## src/rtl/cpu_dma_pkg.sv

```systemverilog
`default_nettype none
// ----------------------------------------------------------------------------
// cpu_dma_pkg : state encoding, SIZE codes and default parameters for the DMA sequencer
// rev 1.0
// ----------------------------------------------------------------------------
package cpu_dma_pkg;

  typedef enum logic [3:0] {
    S_IDLE = 4'd0,
    S_REQ  = 4'd1,
    S_OWN  = 4'd2,
    S_ADDR = 4'd3,
    S_DATA = 4'd4,
    S_TERM = 4'd5,
    S_NEXT = 4'd6,
    S_REL  = 4'd7,
    S_ERR  = 4'd8
  } dma_state_t;

  localparam logic [1:0] C_SIZE_LONG = 2'b00;
  localparam logic [1:0] C_SIZE_WORD = 2'b10;

  localparam int C_DEF_BURST_LEN = 4;
  localparam int C_DEF_FIFO_AW   = 3;
  localparam int C_DEF_TIMEOUT   = 255;

  // Synchroniser bank bit order: {BG_, DSACK0_, DSACK1_, STERM_, BERR_}
  localparam int C_SYNC_W = 5;

endpackage
`default_nettype wire

```

## src/rtl/cpu_dma_sync.sv

```systemverilog
`default_nettype none
// ----------------------------------------------------------------------------
// cpu_dma_sync : two-flop synchroniser bank for active-low bus inputs (resets to 1)
// rev 1.0
// ----------------------------------------------------------------------------
module cpu_dma_sync #(
  parameter int WIDTH = 5
) (
  input  logic             clk,
  input  logic             rst,
  input  logic [WIDTH-1:0] async_in,
  output logic [WIDTH-1:0] sync_out
);

  logic [WIDTH-1:0] meta;

  always_ff @(posedge clk or posedge rst) begin
    if (rst) begin
      meta     <= '1;
      sync_out <= '1;
    end else begin
      meta     <= async_in;
      sync_out <= meta;
    end
  end

endmodule
`default_nettype wire

```

## src/rtl/cpu_dma_seq.sv

```systemverilog
`default_nettype none
// ----------------------------------------------------------------------------
// cpu_dma_seq : bus-tenure sequencer moving longwords between a DMA FIFO and memory
// rev 1.0
// ----------------------------------------------------------------------------
module cpu_dma_seq
  import cpu_dma_pkg::*;
#(
  parameter int BURST_LEN = C_DEF_BURST_LEN,
  parameter int FIFO_AW   = C_DEF_FIFO_AW,
  parameter int TIMEOUT   = C_DEF_TIMEOUT
) (
  input  logic             CLK,
  input  logic             RESET,
  input  logic             DMAENA,
  input  logic             DMADIR,
  input  logic             FLUSHFIFO,
  input  logic [FIFO_AW:0] FIFO_LVL,
  input  logic             BG_,
  input  logic             DSACK0_,
  input  logic             DSACK1_,
  input  logic             STERM_,
  input  logic             BERR_,
  output logic             BR,
  output logic             BGACK,
  output logic             PAS,
  output logic             PDS,
  output logic             RW,
  output logic [1:0]       SIZE,
  output logic             INCFIFO,
  output logic             DECFIFO,
  output logic             INCADDR,
  output logic             STOPFLUSH,
  output logic             BERRINT,
  output logic             BUSY
);

  localparam int CW = $clog2(BURST_LEN) + 1;
  localparam int TW = $clog2(TIMEOUT + 1);

  dma_state_t state, next_state;
  logic [CW-1:0] beat_cnt;
  logic [TW-1:0] timer;
  logic          half_word, half_next;

  logic [C_SYNC_W-1:0] sync_q;
  logic bg_s, dsack0_s, dsack1_s, sterm_s, berr_s;

  cpu_dma_sync #(.WIDTH(C_SYNC_W)) u_sync (
    .clk      (CLK),
    .rst      (RESET),
    .async_in ({BG_, DSACK0_, DSACK1_, STERM_, BERR_}),
    .sync_out (sync_q)
  );

  assign {bg_s, dsack0_s, dsack1_s, sterm_s, berr_s} = sync_q;

  int   fifo_free;
  logic start_ok, more_ok, long_done, word_done, term_idle, tmo_hit;

  assign fifo_free = (1 << FIFO_AW) - int'(FIFO_LVL);
  assign start_ok  = DMAENA && (DMADIR ? (int'(FIFO_LVL) >= BURST_LEN || (FLUSHFIFO && FIFO_LVL != '0))
                                       : (fifo_free >= BURST_LEN));
  assign more_ok   = DMADIR ? (FIFO_LVL != '0) : (fifo_free > 0);
  assign long_done = !sterm_s || (!dsack0_s && !dsack1_s);
  assign word_done = !dsack1_s && dsack0_s;
  assign term_idle = sterm_s && dsack0_s && dsack1_s;
  assign tmo_hit   = int'(timer) == TIMEOUT - 1;

  // Bus error wins over any termination sampled in the same cycle.
  always_comb begin
    next_state = state;
    case (state)
      S_IDLE: if (start_ok) next_state = S_REQ;
      S_REQ:  if (!DMAENA) next_state = S_IDLE;
              else if (!bg_s) next_state = S_OWN;
      S_OWN:  next_state = S_ADDR;
      // Hold the address phase until the previous cycle's termination has negated.
      S_ADDR: if (!berr_s) next_state = S_ERR;
              else if (term_idle) next_state = S_DATA;
      S_DATA: if (!berr_s) next_state = S_ERR;
              else if (long_done) next_state = S_TERM;
              else if (word_done) next_state = half_word ? S_TERM : S_ADDR;
              else if (tmo_hit) next_state = S_ERR;
      S_TERM: next_state = S_NEXT;
      S_NEXT: if (int'(beat_cnt) < BURST_LEN && more_ok && DMAENA) next_state = S_ADDR;
              else next_state = S_REL;
      S_REL:  next_state = S_IDLE;
      S_ERR:  next_state = S_REL;
      default: next_state = S_IDLE;
    endcase
  end

  always_comb begin
    half_next = half_word;
    if (next_state == S_OWN || next_state == S_TERM) half_next = 1'b0;
    else if (state == S_DATA && next_state == S_ADDR) half_next = 1'b1;
  end

  // Outputs are decoded from the next state and registered, so they line up with state.
  logic       br_d, bgack_d, pas_d, pds_d, rw_d, inc_d, dec_d, adr_d, stop_d, berr_d;
  logic [1:0] size_d;

  always_comb begin
    br_d    = (next_state == S_REQ);
    bgack_d = next_state inside {S_OWN, S_ADDR, S_DATA, S_TERM, S_NEXT, S_ERR};
    pas_d   = next_state inside {S_ADDR, S_DATA};
    pds_d   = (next_state == S_DATA);
    rw_d    = pas_d && !DMADIR;
    size_d  = (pas_d && half_next) ? C_SIZE_WORD : C_SIZE_LONG;
    inc_d   = (next_state == S_TERM) && !DMADIR;
    dec_d   = (next_state == S_TERM) && DMADIR;
    adr_d   = (next_state == S_TERM);
    stop_d  = FLUSHFIFO && DMADIR && (FIFO_LVL == '0);
    berr_d  = (next_state == S_ERR) || (BERRINT && DMAENA);
  end

  always_ff @(posedge CLK or posedge RESET) begin
    if (RESET) begin
      state     <= S_IDLE;
      beat_cnt  <= '0;
      timer     <= '0;
      half_word <= 1'b0;
      BR        <= 1'b0;
      BGACK     <= 1'b0;
      PAS       <= 1'b0;
      PDS       <= 1'b0;
      RW        <= 1'b0;
      SIZE      <= C_SIZE_LONG;
      INCFIFO   <= 1'b0;
      DECFIFO   <= 1'b0;
      INCADDR   <= 1'b0;
      STOPFLUSH <= 1'b0;
      BERRINT   <= 1'b0;
      BUSY      <= 1'b0;
    end else begin
      state     <= next_state;
      half_word <= half_next;
      if (state == S_OWN) beat_cnt <= '0;
      else if (state == S_TERM && int'(beat_cnt) < BURST_LEN) beat_cnt <= beat_cnt + 1'b1;
      if (state != S_DATA) timer <= '0;
      else timer <= timer + 1'b1;
      BR        <= br_d;
      BGACK     <= bgack_d;
      PAS       <= pas_d;
      PDS       <= pds_d;
      RW        <= rw_d;
      SIZE      <= size_d;
      INCFIFO   <= inc_d;
      DECFIFO   <= dec_d;
      INCADDR   <= adr_d;
      STOPFLUSH <= stop_d;
      BERRINT   <= berr_d;
      BUSY      <= bgack_d;
    end
  end

endmodule
`default_nettype wire
```

## config.mk

```make
export PLATFORM = sky130hd
export DESIGN_NAME = cpu_dma_seq
export DESIGN_NICKNAME = d
export VERILOG_FILES = /design/src/rtl/cpu_dma_pkg.sv /design/src/rtl/cpu_dma_sync.sv /design/src/rtl/cpu_dma_seq.sv
export SDC_FILE = /design/constraint.sdc
export NUM_CORES = 1
export LEC_CHECK = 0
export ABC_AREA = 1
export BUFFER_PORTS_ARGS = -buffer_cell sky130_fd_sc_hd__buf_2
export CAP_MARGIN = 15
export CORE_MARGIN = 8
export CORE_UTILIZATION = 55
export CTS_CLUSTER_DIAMETER = 120
export DETAILED_ROUTE_END_ITERATION = 10
export GPL_TIMING_DRIVEN = 0
export PLACE_DENSITY_LB_ADDON = 0.05
export SYNTH_ARGS = -nofsm -noshare
export SYNTH_HDL_FRONTEND = slang
export SYNTH_HIERARCHICAL = 1
export SYNTH_SLANG_ARGS = --single-unit
```

## constraint.sdc

```tcl
create_clock -name CLK -period 1.75 [get_ports CLK]
set_input_delay 0.175 -clock CLK [delete_from_list [all_inputs] [get_ports CLK]]
set_output_delay 0.175 -clock CLK [all_outputs]
set_load 0.005 [all_outputs]
```

==> metrics.md <==
| Metric | Value |
|---|---|
| Status | complete, no violations |
| Vias | 1406 |
| Core Box Area | 3030 µm² |
| Chip Width | 72.2 µm |
| DRC violations left | 0 |
| Slew Limit Fails | 0 |
| Initial antenna violation count | 0 |
| Overall routed net length | 3530 µm |
| Max Root-Sink Buffers | 2 |
| CTS tree | yes |
| Most used cell, CP | nand2_1 |
| Clock-pin slew on the worst setup and hold paths | 0.11 ns |
| Setup crit end kind | register |
| Maximum clock skew at final layout | 0.00828 ns |
| Gate power share | 38.7% |
| First-pass GRT wire length | between 5000 and 6000 µm |
| Post-layout nets | 266 |
| Row cnt | 20 |
| Crit path max-delay family | simple AND/OR/NAND/NOR gates |
| Sw Pwr | 0.00104 W |
| Setup Viol. Count Final | 0 |
| Die area | approximately 5200 µm² |
| Cts bufs inserted | 5 |
| Clock Sink Count | 37 |
| PortBufs | 25 |
| Worst Path Arrival | 1.95 ns |
| Largest net degree at the start of global routing | 28 |
| Final worst path period share | 97.6% |
| Synth area leader | dfrtp_1 |
| Mapped cell area | 1740 µm² |
| Peak supply drop | 0.000778 V |
| Min Hold Slack | 0.0267 ns |
| Startpoint Class | register |
| Crit path buffers/inverters | 2 |
| GRT busiest layer | met2 |
| Diode count | 0 |
| Setup ws final | around 0.042 ns |
| First-pass iteration count of the detailed router | 6 |
| Vias in the first global route | 1429 |
| Post-synth top flop | dfrtp_1 |
| Clock power share | 20.4% |
| Setup WS pre-CTS | around 0.0092 ns |
| Sw Share | roughly 38% |
| Routability cong. | approximately 0.91 |
| Crit-path slowest cell | dfrtp_1 |
| Clk_lat worst skew | 0.34 ns |
| Die Ht | 72.2 µm |
| Syn-to-layout area delta | 25.1% |
| Syn nets | around 220 |
| Max Cap Viol | 0 |
| Seq/Total Area, Yosys | 54.0% |
| Syn. warnings | 6 |
| Unrepaired setup endpoints after global routing | true |
| Remaining antenna violation count after routing | 0 |
| Dpl hpwl | 2530 µm |
| Initial DRC count | 55 |
| Synth area leaders | dfrtp_1 (39%), dfstp_2 (15%), nand2_1 (9.7%), inv_1 (7.3%), nor2_1 (6.5%) |
| Kind of critical path | reg2reg |
| Static leakage | 1.20 nW |
| Cell with the most instances after synthesis | nand2_1 |
| Post-synth top area share | 38.9% |
| Starting density of the core | 57.4% |
| Hold WC Path Type | in2reg |
| Avg Inst Size Synth | 8.40 µm² |
| GR Util met3 | 5.65% |
| Met2 Track Usage GR | a little under a quarter |
| Required time worst endpoint | 1.99 ns |
| Synth Register Bits | 37 |
| Fin crit period | 1.71 ns |
| Gr usage total | between 10% and 20% |
| Worst stage delay on the critical path | 0.43 ns |
| Layout cells sized above 1 | 32.0% |
| Routing usage on met1 | between 15 and 20% |
| P_int | about 0.0017 W |
| Top Ports | 27 |
| Post-synth EDFFs | 0 |
| Sequential share of power | 41.0% |
| Cells along the critical path | inv_1, ha_1, nand2_1, nor2_2, nand2_2, nand2_1, nand2_1, nand3_1, nand3_2, nand3_2, nand2_2, inv_2, nand2_1 |
| Grt ovf | 0 |
| Asr flop ratio synth | 100% |
| H-tree depth | 2 |
| Top cells by count, synth | nand2_1 (45), inv_1 (34), nor2_1 (30) |
| Post-synthesis cell type count | 26 |
| Power Density | 1270 nW/µm² |
| CP max FO | 4 |
| Gate Count Post-Synth | 207 |
| Max Clk Rate | 585 MHz |
| Wirelength per Cell | between 10 and 15 µm |
| Root Buffer | clkbuf_4 |
| Final hold viol count | 0 |
| Vias per cell | about 4.8 |
## power by group through the flow
stage / sequential (W) / clock (W) / combinational [W]
after global placement: 0.00112 / 0 / 0.000872
after global routing: 0.00114 / 0.000609 / 0.00120
after detailed placement: 0.00113 / 0 / 0.000896
after floorplan: 0.00112 / 0 / 0.000655
after CTS: 0.00112 / 0.000578 / 0.000923
final: 0.00113 / 0.000560 / 0.00106
## kinds of logic (layout without fill, tap and decap cells)
logic type               count (synthesis)  in the layout  synth area share (%)
buffers and inverters                   39             82                  8.85
XOR/XNOR                                 1              1                 0.504
AND/OR/NAND/NOR                        113            113                  29.6
AO/OA/AOI/OAI                           13             13                  4.68
flip-flops                              37             37                  54.0
adder cells (fa/ha/maj)                  3              3                  2.16
other                                    1              1                 0.216
## sequential cells by signal (all words and copies together), names as in the netlist
| register | flops |
|---|---|
| u_sync/meta | 5 |
| BERRINT | 1 |
| INCADDR | 1 |
| half_word | 1 |
| PDS | 1 |
| beat_cnt | 3 |
| timer | 8 |
| STOPFLUSH | 1 |
| RW | 1 |
| u_sync/sync_out | 5 |
| INCFIFO | 1 |
| BR | 1 |
| SIZE | 1 |
| state | 4 |
| BUSY | 1 |
| DECFIFO | 1 |
| PAS | 1 |
## layout make-up
class                      count  area (µm²)
inverter                      37         139
clock buffer                   7        76.3
tap                           44        55.1
fill                         233         853
sequential                    37         941
clock inverter                 1        7.51
timing repair buffer          35         235
buffer                         2        15.0
multi-input combinational    131         706
## timing repair
item	in CTS	in global routing
pin swaps	0	3
hold buffers	5	1
setup endpoints to repair	3	9
endpoints found under the hold margin	5	8
buffers inserted	0	3
resized for setup	3	15
## per-stage QoR
step                      cells  instance area (µm²)  TNS, ns  utilization (%)  total power, W
after detailed placement    276                 1920        0             63.3         0.00203
after global placement      276                 1920        0             63.3         0.00199
after global routing        294                 2170   -0.405             71.8         0.00295
after CTS                   289                 2070        0             68.2         0.00262
after floorplan             207                 1740        0                -         0.00177
final                       294                 2170        0             71.8         0.00275
## path summary, 6_finish.rpt
kind                                          startpoint                           end  slack, ns  depth (start not counted)
worst max register to register        timer[0]$_DFF_PP0_                BUSY$_DFF_PP0_       0.04                         13
worst min-delay path                              DMADIR                  RW$_DFF_PP0_       0.03                          2
worst max-delay path                  timer[0]$_DFF_PP0_                BUSY$_DFF_PP0_       0.04                         13
worst min register to register  u_sync/meta[1]$_DFF_PP1_  u_sync/sync_out[1]$_DFF_PP1_       0.35                          0
max in group asynchronous                          RESET            state[0]$_DFF_PP0_       0.93                          4
min in group asynchronous                          RESET       beat_cnt[2]$_DFFE_PP0P_       0.38                          3
## placed cells by master, fill, tap and decap left out, drive strengths merged, types with 4 or more instances in the layout
cell type	n
dfrtp	27
dlygate4sd3	6
dfstp	10
clkbuf	7
buf	31
o21ai	4
nand3	21
a21oi	5
nand2	49
nor2	35
nor3	4
inv	37
## layer usage
metal	up-vias	share of wire, %
met5	-	0
met4	0	1.5
met3	6	7.0
met2	41	51
met1	641	41
li1	718	-
No activity file was read; power rests on OpenSTA's default activity.
